**src/rtl/ucsbece154b_bp_pkg.sv**
```systemverilog
// Shared definitions for the ucsbece154b branch predictor: E-stage opcodes,
// two-bit PHT counter encodings and a constant-foldable log2 helper.
package ucsbece154b_bp_pkg;

  localparam logic [6:0] OP_BRANCH = 7'b1100011;
  localparam logic [6:0] OP_JAL    = 7'b1101111;
  localparam logic [6:0] OP_JALR   = 7'b1100111;

  typedef enum logic [1:0] {
    SNT = 2'b00,
    WNT = 2'b01,
    WT  = 2'b10,
    ST  = 2'b11
  } pht_state_t;

  function automatic int clog2(input int value);
    int result;
    result = 0;
    while ((1 << result) < value) result = result + 1;
    return result;
  endfunction

endpackage

```
**src/rtl/ucsbece154b_branch_if.sv**
```systemverilog
// Fetch-side prediction and E-side training signals between the datapath
// (master) and the branch predictor (slave).
interface ucsbece154b_branch_if #(
  parameter int NUM_GHR_BITS = 5
);
  logic [31:0]             pc_i;
  logic [NUM_GHR_BITS-1:0] phtindex_o;
  logic                    branch_taken_o;
  logic [31:0]             btb_target_o;
  logic [6:0]              op_e_i;
  logic [31:0]             pc_e_i;
  logic [NUM_GHR_BITS-1:0] phtindex_e_i;
  logic                    taken_e_i;
  logic [31:0]             target_e_i;
  logic                    stall_e_i;

  modport master (
    output pc_i, op_e_i, pc_e_i, phtindex_e_i, taken_e_i, target_e_i, stall_e_i,
    input  phtindex_o, branch_taken_o, btb_target_o
  );

  modport slave (
    input  pc_i, op_e_i, pc_e_i, phtindex_e_i, taken_e_i, target_e_i, stall_e_i,
    output phtindex_o, branch_taken_o, btb_target_o
  );
endinterface

```
**src/rtl/ucsbece154b_btb.sv**
```systemverilog
// Direct-mapped branch target buffer: combinational lookup, synchronous write.
// Only the valid bits are reset; tag/target/is_jump are meaningless while invalid.
module ucsbece154b_btb
  import ucsbece154b_bp_pkg::*;
#(
  parameter int NUM_BTB_ENTRIES = 32
) (
  input  logic        clk,
  input  logic        reset,
  input  logic [31:0] rd_pc_i,
  output logic        rd_hit_o,
  output logic [31:0] rd_target_o,
  output logic        rd_is_jump_o,
  input  logic        we_i,
  input  logic [31:0] wr_pc_i,
  input  logic [31:0] wr_target_i,
  input  logic        wr_is_jump_i
);

  localparam int IDX   = clog2(NUM_BTB_ENTRIES);
  localparam int TAG_W = 30 - IDX;

  logic [NUM_BTB_ENTRIES-1:0] valid_q;
  logic [TAG_W-1:0]           tag_q     [NUM_BTB_ENTRIES];
  logic [31:0]                target_q  [NUM_BTB_ENTRIES];
  logic                       is_jump_q [NUM_BTB_ENTRIES];

  logic [IDX-1:0]   rd_idx, wr_idx;
  logic [TAG_W-1:0] rd_tag, wr_tag;
  logic             unused_pc_bits;

  assign rd_idx = rd_pc_i[IDX+1:2];
  assign rd_tag = rd_pc_i[31:IDX+2];
  assign wr_idx = wr_pc_i[IDX+1:2];
  assign wr_tag = wr_pc_i[31:IDX+2];
  assign unused_pc_bits = &{1'b0, rd_pc_i[1:0], wr_pc_i[1:0]};

  assign rd_hit_o     = valid_q[rd_idx] && (tag_q[rd_idx] == rd_tag);
  assign rd_target_o  = rd_hit_o ? target_q[rd_idx] : 32'h0;
  assign rd_is_jump_o = is_jump_q[rd_idx];

  always_ff @(posedge clk) begin
    if (!reset) begin
      valid_q <= '0;
    end else if (we_i) begin
      valid_q[wr_idx] <= 1'b1;
    end
  end

  always_ff @(posedge clk) begin
    if (we_i) begin
      tag_q[wr_idx]     <= wr_tag;
      target_q[wr_idx]  <= wr_target_i;
      is_jump_q[wr_idx] <= wr_is_jump_i;
    end
  end

endmodule

```
**src/rtl/ucsbece154b_branch.sv**
```systemverilog
// Gshare predictor: PHT of two-bit counters indexed by PC^GHR plus a BTB.
// GHR is architectural and only shifts on resolved, unstalled branches.
module ucsbece154b_branch
  import ucsbece154b_bp_pkg::*;
#(
  parameter int NUM_BTB_ENTRIES = 32,
  parameter int NUM_GHR_BITS    = 5
) (
  input logic                clk,
  input logic                reset,
  ucsbece154b_branch_if.slave bp
);

  localparam int PHT_SIZE = 1 << NUM_GHR_BITS;

  pht_state_t              pht_q [PHT_SIZE];
  logic [NUM_GHR_BITS-1:0] ghr_q;
  logic [NUM_GHR_BITS-1:0] phtindex_f;
  pht_state_t              pht_cur, pht_next;
  logic                    is_branch_e, is_jump_e, train_branch, btb_we;
  logic                    btb_hit, btb_is_jump;
  logic [31:0]             btb_target;

  assign phtindex_f    = bp.pc_i[NUM_GHR_BITS+1:2] ^ ghr_q;
  assign bp.phtindex_o = phtindex_f;

  assign is_branch_e  = (bp.op_e_i == OP_BRANCH);
  assign is_jump_e    = (bp.op_e_i == OP_JAL) || (bp.op_e_i == OP_JALR);
  assign train_branch = is_branch_e && !bp.stall_e_i;
  // Gate with reset so a training write cannot land in the reset cycle.
  assign btb_we = reset && !bp.stall_e_i &&
                  ((is_branch_e && bp.taken_e_i) || is_jump_e);

  ucsbece154b_btb #(
    .NUM_BTB_ENTRIES(NUM_BTB_ENTRIES)
  ) u_btb (
    .clk          (clk),
    .reset        (reset),
    .rd_pc_i      (bp.pc_i),
    .rd_hit_o     (btb_hit),
    .rd_target_o  (btb_target),
    .rd_is_jump_o (btb_is_jump),
    .we_i         (btb_we),
    .wr_pc_i      (bp.pc_e_i),
    .wr_target_i  (bp.target_e_i),
    .wr_is_jump_i (is_jump_e)
  );

  assign bp.branch_taken_o = btb_hit && (btb_is_jump || pht_q[phtindex_f][1]);
  assign bp.btb_target_o   = btb_target;

  always_comb begin
    pht_cur  = pht_q[bp.phtindex_e_i];
    pht_next = pht_cur;
    if (bp.taken_e_i) begin
      if (pht_cur != ST) pht_next = pht_state_t'(pht_cur + 2'd1);
    end else begin
      if (pht_cur != SNT) pht_next = pht_state_t'(pht_cur - 2'd1);
    end
  end

  always_ff @(posedge clk) begin
    if (!reset) begin
      for (int i = 0; i < PHT_SIZE; i++) pht_q[i] <= WNT;
      ghr_q <= '0;
    end else if (train_branch) begin
      pht_q[bp.phtindex_e_i] <= pht_next;
      ghr_q <= {ghr_q[NUM_GHR_BITS-2:0], bp.taken_e_i};
    end
  end

endmodule

```
**src/flat_wrapper.sv**
```systemverilog
// flat-port wrapper written by rule: the top's interface ports become plain ports
module ucsbece154b_branch_flat import ucsbece154b_bp_pkg::*;
#(
  parameter int NUM_BTB_ENTRIES = 32,
  parameter int NUM_GHR_BITS    = 5
)
  (clk, reset, bp_pc_i, bp_op_e_i, bp_pc_e_i, bp_phtindex_e_i, bp_taken_e_i, bp_target_e_i, bp_stall_e_i, bp_phtindex_o, bp_branch_taken_o, bp_btb_target_o);
  ucsbece154b_branch_if #(.NUM_GHR_BITS(NUM_GHR_BITS)) bp_i ();
  input logic clk;
  input logic reset;
  input wire logic [$bits(bp_i.pc_i)-1:0] bp_pc_i;
  input wire logic [$bits(bp_i.op_e_i)-1:0] bp_op_e_i;
  input wire logic [$bits(bp_i.pc_e_i)-1:0] bp_pc_e_i;
  input wire logic [$bits(bp_i.phtindex_e_i)-1:0] bp_phtindex_e_i;
  input wire logic [$bits(bp_i.taken_e_i)-1:0] bp_taken_e_i;
  input wire logic [$bits(bp_i.target_e_i)-1:0] bp_target_e_i;
  input wire logic [$bits(bp_i.stall_e_i)-1:0] bp_stall_e_i;
  output wire logic [$bits(bp_i.phtindex_o)-1:0] bp_phtindex_o;
  output wire logic [$bits(bp_i.branch_taken_o)-1:0] bp_branch_taken_o;
  output wire logic [$bits(bp_i.btb_target_o)-1:0] bp_btb_target_o;
  assign bp_i.pc_i = bp_pc_i;
  assign bp_i.op_e_i = bp_op_e_i;
  assign bp_i.pc_e_i = bp_pc_e_i;
  assign bp_i.phtindex_e_i = bp_phtindex_e_i;
  assign bp_i.taken_e_i = bp_taken_e_i;
  assign bp_i.target_e_i = bp_target_e_i;
  assign bp_i.stall_e_i = bp_stall_e_i;
  assign bp_phtindex_o = bp_i.phtindex_o;
  assign bp_branch_taken_o = bp_i.branch_taken_o;
  assign bp_btb_target_o = bp_i.btb_target_o;
  ucsbece154b_branch #(.NUM_BTB_ENTRIES(NUM_BTB_ENTRIES), .NUM_GHR_BITS(NUM_GHR_BITS)) u_core (.clk(clk), .reset(reset), .bp(bp_i));
endmodule
```
**config.mk**
```make
export PLATFORM = sky130hd
export DESIGN_NAME = ucsbece154b_branch_flat
export DESIGN_NICKNAME = d
export VERILOG_FILES = /design/src/rtl/ucsbece154b_bp_pkg.sv /design/src/rtl/ucsbece154b_branch_if.sv /design/src/rtl/ucsbece154b_btb.sv /design/src/rtl/ucsbece154b_branch.sv /design/src/flat_wrapper.sv
export SDC_FILE = /design/constraint.sdc
export NUM_CORES = 2
export LEC_CHECK = 0
export ABC_AREA = 1
export ABC_CLOCK_PERIOD_IN_PS = 14600
export BUFFER_PORTS_ARGS = -buffer_cell sky130_fd_sc_hd__buf_2
export CORE_UTILIZATION = 25
export DETAILED_ROUTE_END_ITERATION = 7
export MAX_ROUTING_LAYER = met4
export PLACE_DENSITY_LB_ADDON = 0.3
export SLEW_MARGIN = 5
export SYNTH_ARGS = -nofsm -noshare
export SYNTH_HDL_FRONTEND = slang
export SYNTH_HIERARCHICAL = 1
export SYNTH_SLANG_ARGS = --single-unit
export TNS_END_PERCENT = 30
```
**constraint.sdc**
```tcl
create_clock -name clk -period 14.6 [get_ports clk]
set_input_delay 2.92 -clock clk [delete_from_list [all_inputs] [get_ports clk]]
set_output_delay 2.92 -clock clk [all_outputs]
set_load 0.05 [all_outputs]
```
Yosys cells after proc, flatten, opt, wreduce, memory -nomap -nowiden

Memories as Yosys holds them, arrays and structs flattened.
Cells that the tools add are included.

$add $sub $neg: 2
Magnitude comparators: 3
Equality and inequality tests: 5
Multiplexer cells: 17
Bitwise operators: 2
Reductions and logical operators: 13

Operator list:

| kind                                                                         | count |
|---|---|
| 32-bit two-way mux                                                           | 1 |
| 32-bit OR                                                                    | 1 |
| 25-bit equality test                                                         | 1 |
| 7-bit equality test, second input constant                                   | 3 |
| 5-bit by 6-bit less-than comparator with 1-bit output, second input constant | 2 |
| 1-bit two-way mux                                                            | 9 |
| 2-bit two-way mux                                                            | 4 |
| 1-bit logical AND                                                            | 7 |
| 1-bit binary-select mux with 5-bit select                                    | 1 |
| 1-bit demux with 5-bit select                                                | 1 |
| 5-bit by 1-bit >= comparator with 1-bit output, second input constant        | 1 |
| 5-bit two-way mux                                                            | 1 |
| 5-bit bitwise XOR                                                            | 1 |
| 1-bit logical OR                                                             | 3 |
| 2-bit by 1-bit adder with 2-bit output, second input constant                | 1 |
| 2-bit != test, second input constant                                         | 1 |
| 2-bit nonzero test                                                           | 1 |
| 2-bit OR reduction                                                           | 1 |
| 2-bit by 1-bit subtractor with 2-bit output, second input constant           | 1 |
| 1-bit zero test                                                              | 1 |

Register bits after elaboration: 37
Memory bits (writable): 1920
Output and inout bits: 38
Logic and storage cells: 48
Memories: 4

Memories:

| memory                 | depth | bits a word | read ports | clocked after memory_dff | write ports | line                     | text |
|---|---|---|---|---|---|---|---|
| u_core.u_btb.target_q  | 32    | 32          | 1          | 0                        | 1           | ucsbece154b_btb.sv:25    | `logic [31:0] target_q [NUM_BTB_ENTRIES];` |
| u_core.u_btb.tag_q     | 32    | 25          | 1          | 0                        | 1           | ucsbece154b_btb.sv:24    | `logic [TAG_W-1:0] tag_q [NUM_BTB_ENTRIES];` |
| u_core.pht_q           | 32    | 2           | 2          | 0                        | 32          | ucsbece154b_branch.sv:16 | `pht_state_t pht_q [PHT_SIZE];` |
| u_core.u_btb.is_jump_q | 32    | 1           | 1          | 0                        | 1           | ucsbece154b_btb.sv:26    | `logic is_jump_q [NUM_BTB_ENTRIES];` |

Longest topological paths before layout

Word-level depth: 7
Mapped depth: 22
Gate-level depth less buffers: 17

Hierarchy

The synthesis kept the hierarchy.

Modules (own cells, without submodules):

| module             | times used | cells an instance | area an instance (um2) | sequential area each (um2) |
|---|---|---|---|---|
| ucsbece154b_btb    | 1          | 6155              | 76041.7                | 56374.1 |
| ucsbece154b_branch | 1          | 530               | 4013.8                 | 2021.9 |

Worst setup path before layout

OpenSTA, ideal clock, no wires.

Path type: input to output
Start: input bp_pc_i[3]
End: output bp_btb_target_o[1]
Arrival: 5.505 ns
Data required time: 11.680 ns
Slack: 6.175 ns
Stages on the path: 15
Cells stage by stage: buf_2 inv_2 buf_4 buf_6 buf_6 buf_4 clkbuf_1 a21oi_1 a22oi_1 nand2_1 o211ai_1 nand2_1 nand2_1 nand2_1 nor3_1

Longest elaborated chain between the ends: 4
Elaborated cells between the ends (all ways): 7
Those cells by class: eq/ne (1); mux (3); reduce/logical (1); memory (2)

Ends and longest elaborated chain:

| element                                                                                     | line                  | text |
|---|---|---|
| start, declared                                                                             | flat_wrapper.sv:11    | `input wire logic [$bits(bp_i.pc_i)-1:0] bp_pc_i;` |
| memory read 32 x 25 bit / 1-bit binary-select mux with 5-bit select (equally long branches) | --                    |  |
| 25-bit equality test / 1-bit two-way mux (equally long branches)                            | ucsbece154b_btb.sv:38 | `assign rd_hit_o = valid_q[rd_idx] && (tag_q[rd_idx] == rd_tag);` |
| 1-bit logical AND                                                                           | ucsbece154b_btb.sv:38 |  |
| 32-bit two-way mux *                                                                        | ucsbece154b_btb.sv:39 | `assign rd_target_o = rd_hit_o ? target_q[rd_idx] : 32'h0;` |
| end, declared                                                                               | flat_wrapper.sv:20    | `output wire logic [$bits(bp_i.btb_target_o)-1:0] bp_btb_target_o;` |

Every way passes the cells marked *; elsewhere a longest branch is shown, timed or not. The select of a mux whose other input is x is not followed.

Worst setup path after layout

Start: input bp_pc_i[2]
End: output bp_branch_taken_o

Longest elaborated chain between the ends: 4
Elaborated cells between the ends (all ways): 10
Those cells by class: eq/ne (1); mux (2); bitwise (1); reduce/logical (3); memory (3)

Ends and longest elaborated chain:

| element                                                                                     | line                     | text |
|---|---|---|
| memory read 32 x 25 bit / 1-bit binary-select mux with 5-bit select (equally long branches) | --                       |  |
| 25-bit equality test / 1-bit two-way mux (equally long branches)                            | ucsbece154b_btb.sv:38    |  |
| 1-bit logical AND *                                                                         | ucsbece154b_btb.sv:38    |  |
| named net u_core.btb_hit                                                                    | ucsbece154b_branch.sv:21 | `logic btb_hit, btb_is_jump;` |
| 1-bit logical AND *                                                                         | ucsbece154b_branch.sv:49 | `assign bp.branch_taken_o = btb_hit && (btb_is_jump \|\| pht_q[phtindex_f][1]);` |
| end, declared                                                                               | flat_wrapper.sv:19       | `output wire logic [$bits(bp_i.branch_taken_o)-1:0] bp_branch_taken_o;` |

The timed path passes the listed nets; every way through them passes the cells marked *. The select of a mux whose other input is x is not followed.

==> results.json <==
{
  "final_area_um2": 91200,
  "fmax_mhz": 90.80,
  "place_congestion": 0.8182,
  "grt_pass1_wl_um": 362900,
  "grt_max_degree": 200,
  "layout_commonest_cell": "nand2_1",
  "outcome": "completed",
  "placement.io_buffers": 145,
  "ys_async_sr_fraction_pct": 0,
  "tns_ps": 0,
  "rsz0062_at_grt": "false",
  "drv_slew": 0,
  "post_cts_buffers": 0,
  "cts_root_buffer": "clkbuf_16",
  "reg2reg_to": "u_core/pht_q[28][1]$_SDFFCE_PN0P_",
  "critPathLaunch": "bp_pc_i[2]",
  "synth-seq-cells": 1957,
  "wl_um": 254400,
  "placed_area_um2": 84960,
  "clk_latency_ps": 850,
  "tritoncts": "done",
  "cts.path.max_buffers": 4,
  "syn-cell-area_um2": 80060,
  "wl_per_cell_um": 22.97,
  "syn_inst": 6685,
  "ios": 150,
  "crit_path_max_fanout": 98,
  "pre_cts_ws_ps": 3583,
  "ys_types": 39,
  "drive_above_1_share_pct": 8.691,
  "synth_top_cell_by_area": "edfxtp_1",
  "rr_worst_depth": 10,
  "grt_pass1_vias": 50820,
  "cts.sinks": 1957,
  "area_growth_syn_to_layout_pct": 13.92,
  "cp-end-kind": "output port",
  "rrSetupSlack_ps": 11690,
  "multi_input_area_um2": 19140,
  "synth_edf_count": 1920,
  "cts.hold.buffers_added": 0,
  "setup_ws_ps": 3587,
  "drc": 0,
  "final-hold-violation-count": 0,
  "drt_first_pass_iters": 5,
  "worst_pin_slew_ps": 1273,
  "fin_nets": 6828,
  "antenna_found_initial": 46,
  "overflow": 0,
  "leakage_uw": 0.03099,
  "dpl.hpwl_um": 122100,
  "final_cell_mix": "nand2_1, edfxtp_1, nand3_1, a21oi_1, clkbuf_16",
  "die_height_um": 567.9,
  "power_density_nw_per_um2": 129.3,
  "r2r_start": "u_core/pht_q[16][1]$_SDFFCE_PN0P_",
  "h-tree-depth": 4,
  "fin_crit_ps": 11010,
  "synthTopCellsByArea": "edfxtp_1, nand2_1, nand3_1",
  "hp-class": "register to register",
  "grt_util_all_layers_pct": 15.79,
  "cp_data_arrival_time_ps": 8090,
  "max_slew_margin_pct": 15.07,
  "viasPerCell": 4.789,
  "cp.required_ps": 11680,
  "timing.critical_path.to": "bp_branch_taken_o",
  "cts_resized": 0,
  "post-route-period-util_pct": 75.43,
  "drt_iter0_markers": 5130,
  "ys.flop_type": "edfxtp_1",
  "regArea_um2": 58400,
  "avgSynthCellArea_um2": 11.98,
  "vias": 53030,
  "row_count": 207,
  "synth_top_area_share_pct": 72.02,
  "nFillCells": 32320,
  "power_uw": 11800,
  "setup_viol": 0,
  "critPathKind": "input port to output port",
  "die-area_um2": 322500,
  "ir_drop_v": 0.00009606,
  "start_util_pct": 25.15,
  "core-area_um2": 318300,
  "yosysSeqAreaShare_pct": 72.94,
  "skew_ps": 31.40,
  "yosysWarnings": 6,
  "ant_nets": 0,
  "start_kind": "input port",
  "die_w_um": 567.9,
  "max_cap_viol_count": 0,
  "numCtsBuffers": 206,
  "synth_nets": 6797,
  "clk_pin_slew_ps": 50
}
logic make-up after synthesis:
group                     count (synthesis)  synth area share, %
and+or+nand+nor                        3445                18.01
DFF                                    1957                72.94
AOI/OAI and AO/OA                       709                5.541
xor gates and xnor gates                  3              0.03283
buffers and inverters                   571                3.471
registers in the layout, summed over array words and instances, names as in the netlist:
signal,flops
u_core/pht_q,64
u_core/u_btb/tag_q,800
u_core/ghr_q,5
u_core/u_btb/target_q,1024
u_core/u_btb/valid_q,32
u_core/u_btb/is_jump_q,32
worst min path at each step:
stage          cells past startpoint                                     to  slack (ps)                                   from
6_report                           2  u_core/u_btb/valid_q[21]$_SDFFE_PN0P_         460  u_core/u_btb/valid_q[21]$_SDFFE_PN0P_
4_1_cts                            2  u_core/u_btb/valid_q[21]$_SDFFE_PN0P_         470  u_core/u_btb/valid_q[21]$_SDFFE_PN0P_
3_3_place_gp                       2  u_core/u_btb/valid_q[13]$_SDFFE_PN0P_         450  u_core/u_btb/valid_q[13]$_SDFFE_PN0P_
3_5_place_dp                       2  u_core/u_btb/valid_q[21]$_SDFFE_PN0P_         460  u_core/u_btb/valid_q[21]$_SDFFE_PN0P_
2_1_floorplan                      2  u_core/u_btb/valid_q[13]$_SDFFE_PN0P_         430  u_core/u_btb/valid_q[13]$_SDFFE_PN0P_
5_1_grt                            2  u_core/u_btb/valid_q[24]$_SDFFE_PN0P_         490  u_core/u_btb/valid_q[24]$_SDFFE_PN0P_
final cells by class:
cell class | instances | share of cell area [%]
Multi-Input combinational cell | 4157 | 20.99
Inverter | 136 | 0.5927
Sequential cell | 1957 | 64.03
Clock buffer | 256 | 5.928
Timing Repair Buffer | 258 | 1.810
Clock inverter | 105 | 0.8506
Antenna cell | 24 | 0.06585
Tap cell | 4180 | 5.735
synth_stat cells, types with 13 or more instances:
cell,count
nand2_1,2207
edfxtp_1,1920
nand3_1,912
a21oi_1,393
nor2_1,233
buf_2,223
inv_1,131
clkbuf_1,116
o311ai_0,72
a22oi_1,64
o21ai_0,50
buf_4,48
dfxtp_1,37
a32o_1,36
nor3_2,29
o211ai_1,26
buf_1,25
a221oi_1,22
buf_6,22
o31ai_1,22
nor3_1,17
nand3b_1,14
nand4_1,13
stage by stage:
step | hold WS (ps) | util (%) | instances
2_1_floorplan | 434.9 | - | 6685
3_3_place_gp | 445.3 | 26.69 | 10690
3_5_place_dp | 455.1 | 26.69 | 10690
4_1_cts | 467.9 | 28.63 | 11050
5_1_grt | 494.1 | 28.65 | 11070
6_report | 462.9 | 28.65 | 11070
per-layer routing:
layer | track usage (%) | wire (µm) | up-vias
li1 | - | - | 23930
met1 | 21.20 | 114700 | 26980
met2 | 24.92 | 117700 | 1755
met3 | 2.370 | 16000 | 363
met4 | 4.078 | 5945 | 0
met5 | - | 0 | -
critical path, stage by stage:
cell	delay [ps]
buf_8	310
buf_4	760
buf_4	990
nor2_1	80
nor2_1	120
o21ai_0	100
nand3_1	110
nand3_1	100
nand3_1	150
nand2_1	150
a21oi_1	150
nand2_1	70
nor2_1	170
nand3_4	660
nor2_1	460
nand2_1	170
inv_1	70
buf_2	250
power breakdown:
group          switching [µW]  internal, µW  total [µW]
Clock                    2160          2800        4950
Sequential               1.94          6170        6170
Combinational             510           163         673
Total                    2670          9130       11800
Power figures use the tool's default switching activity.
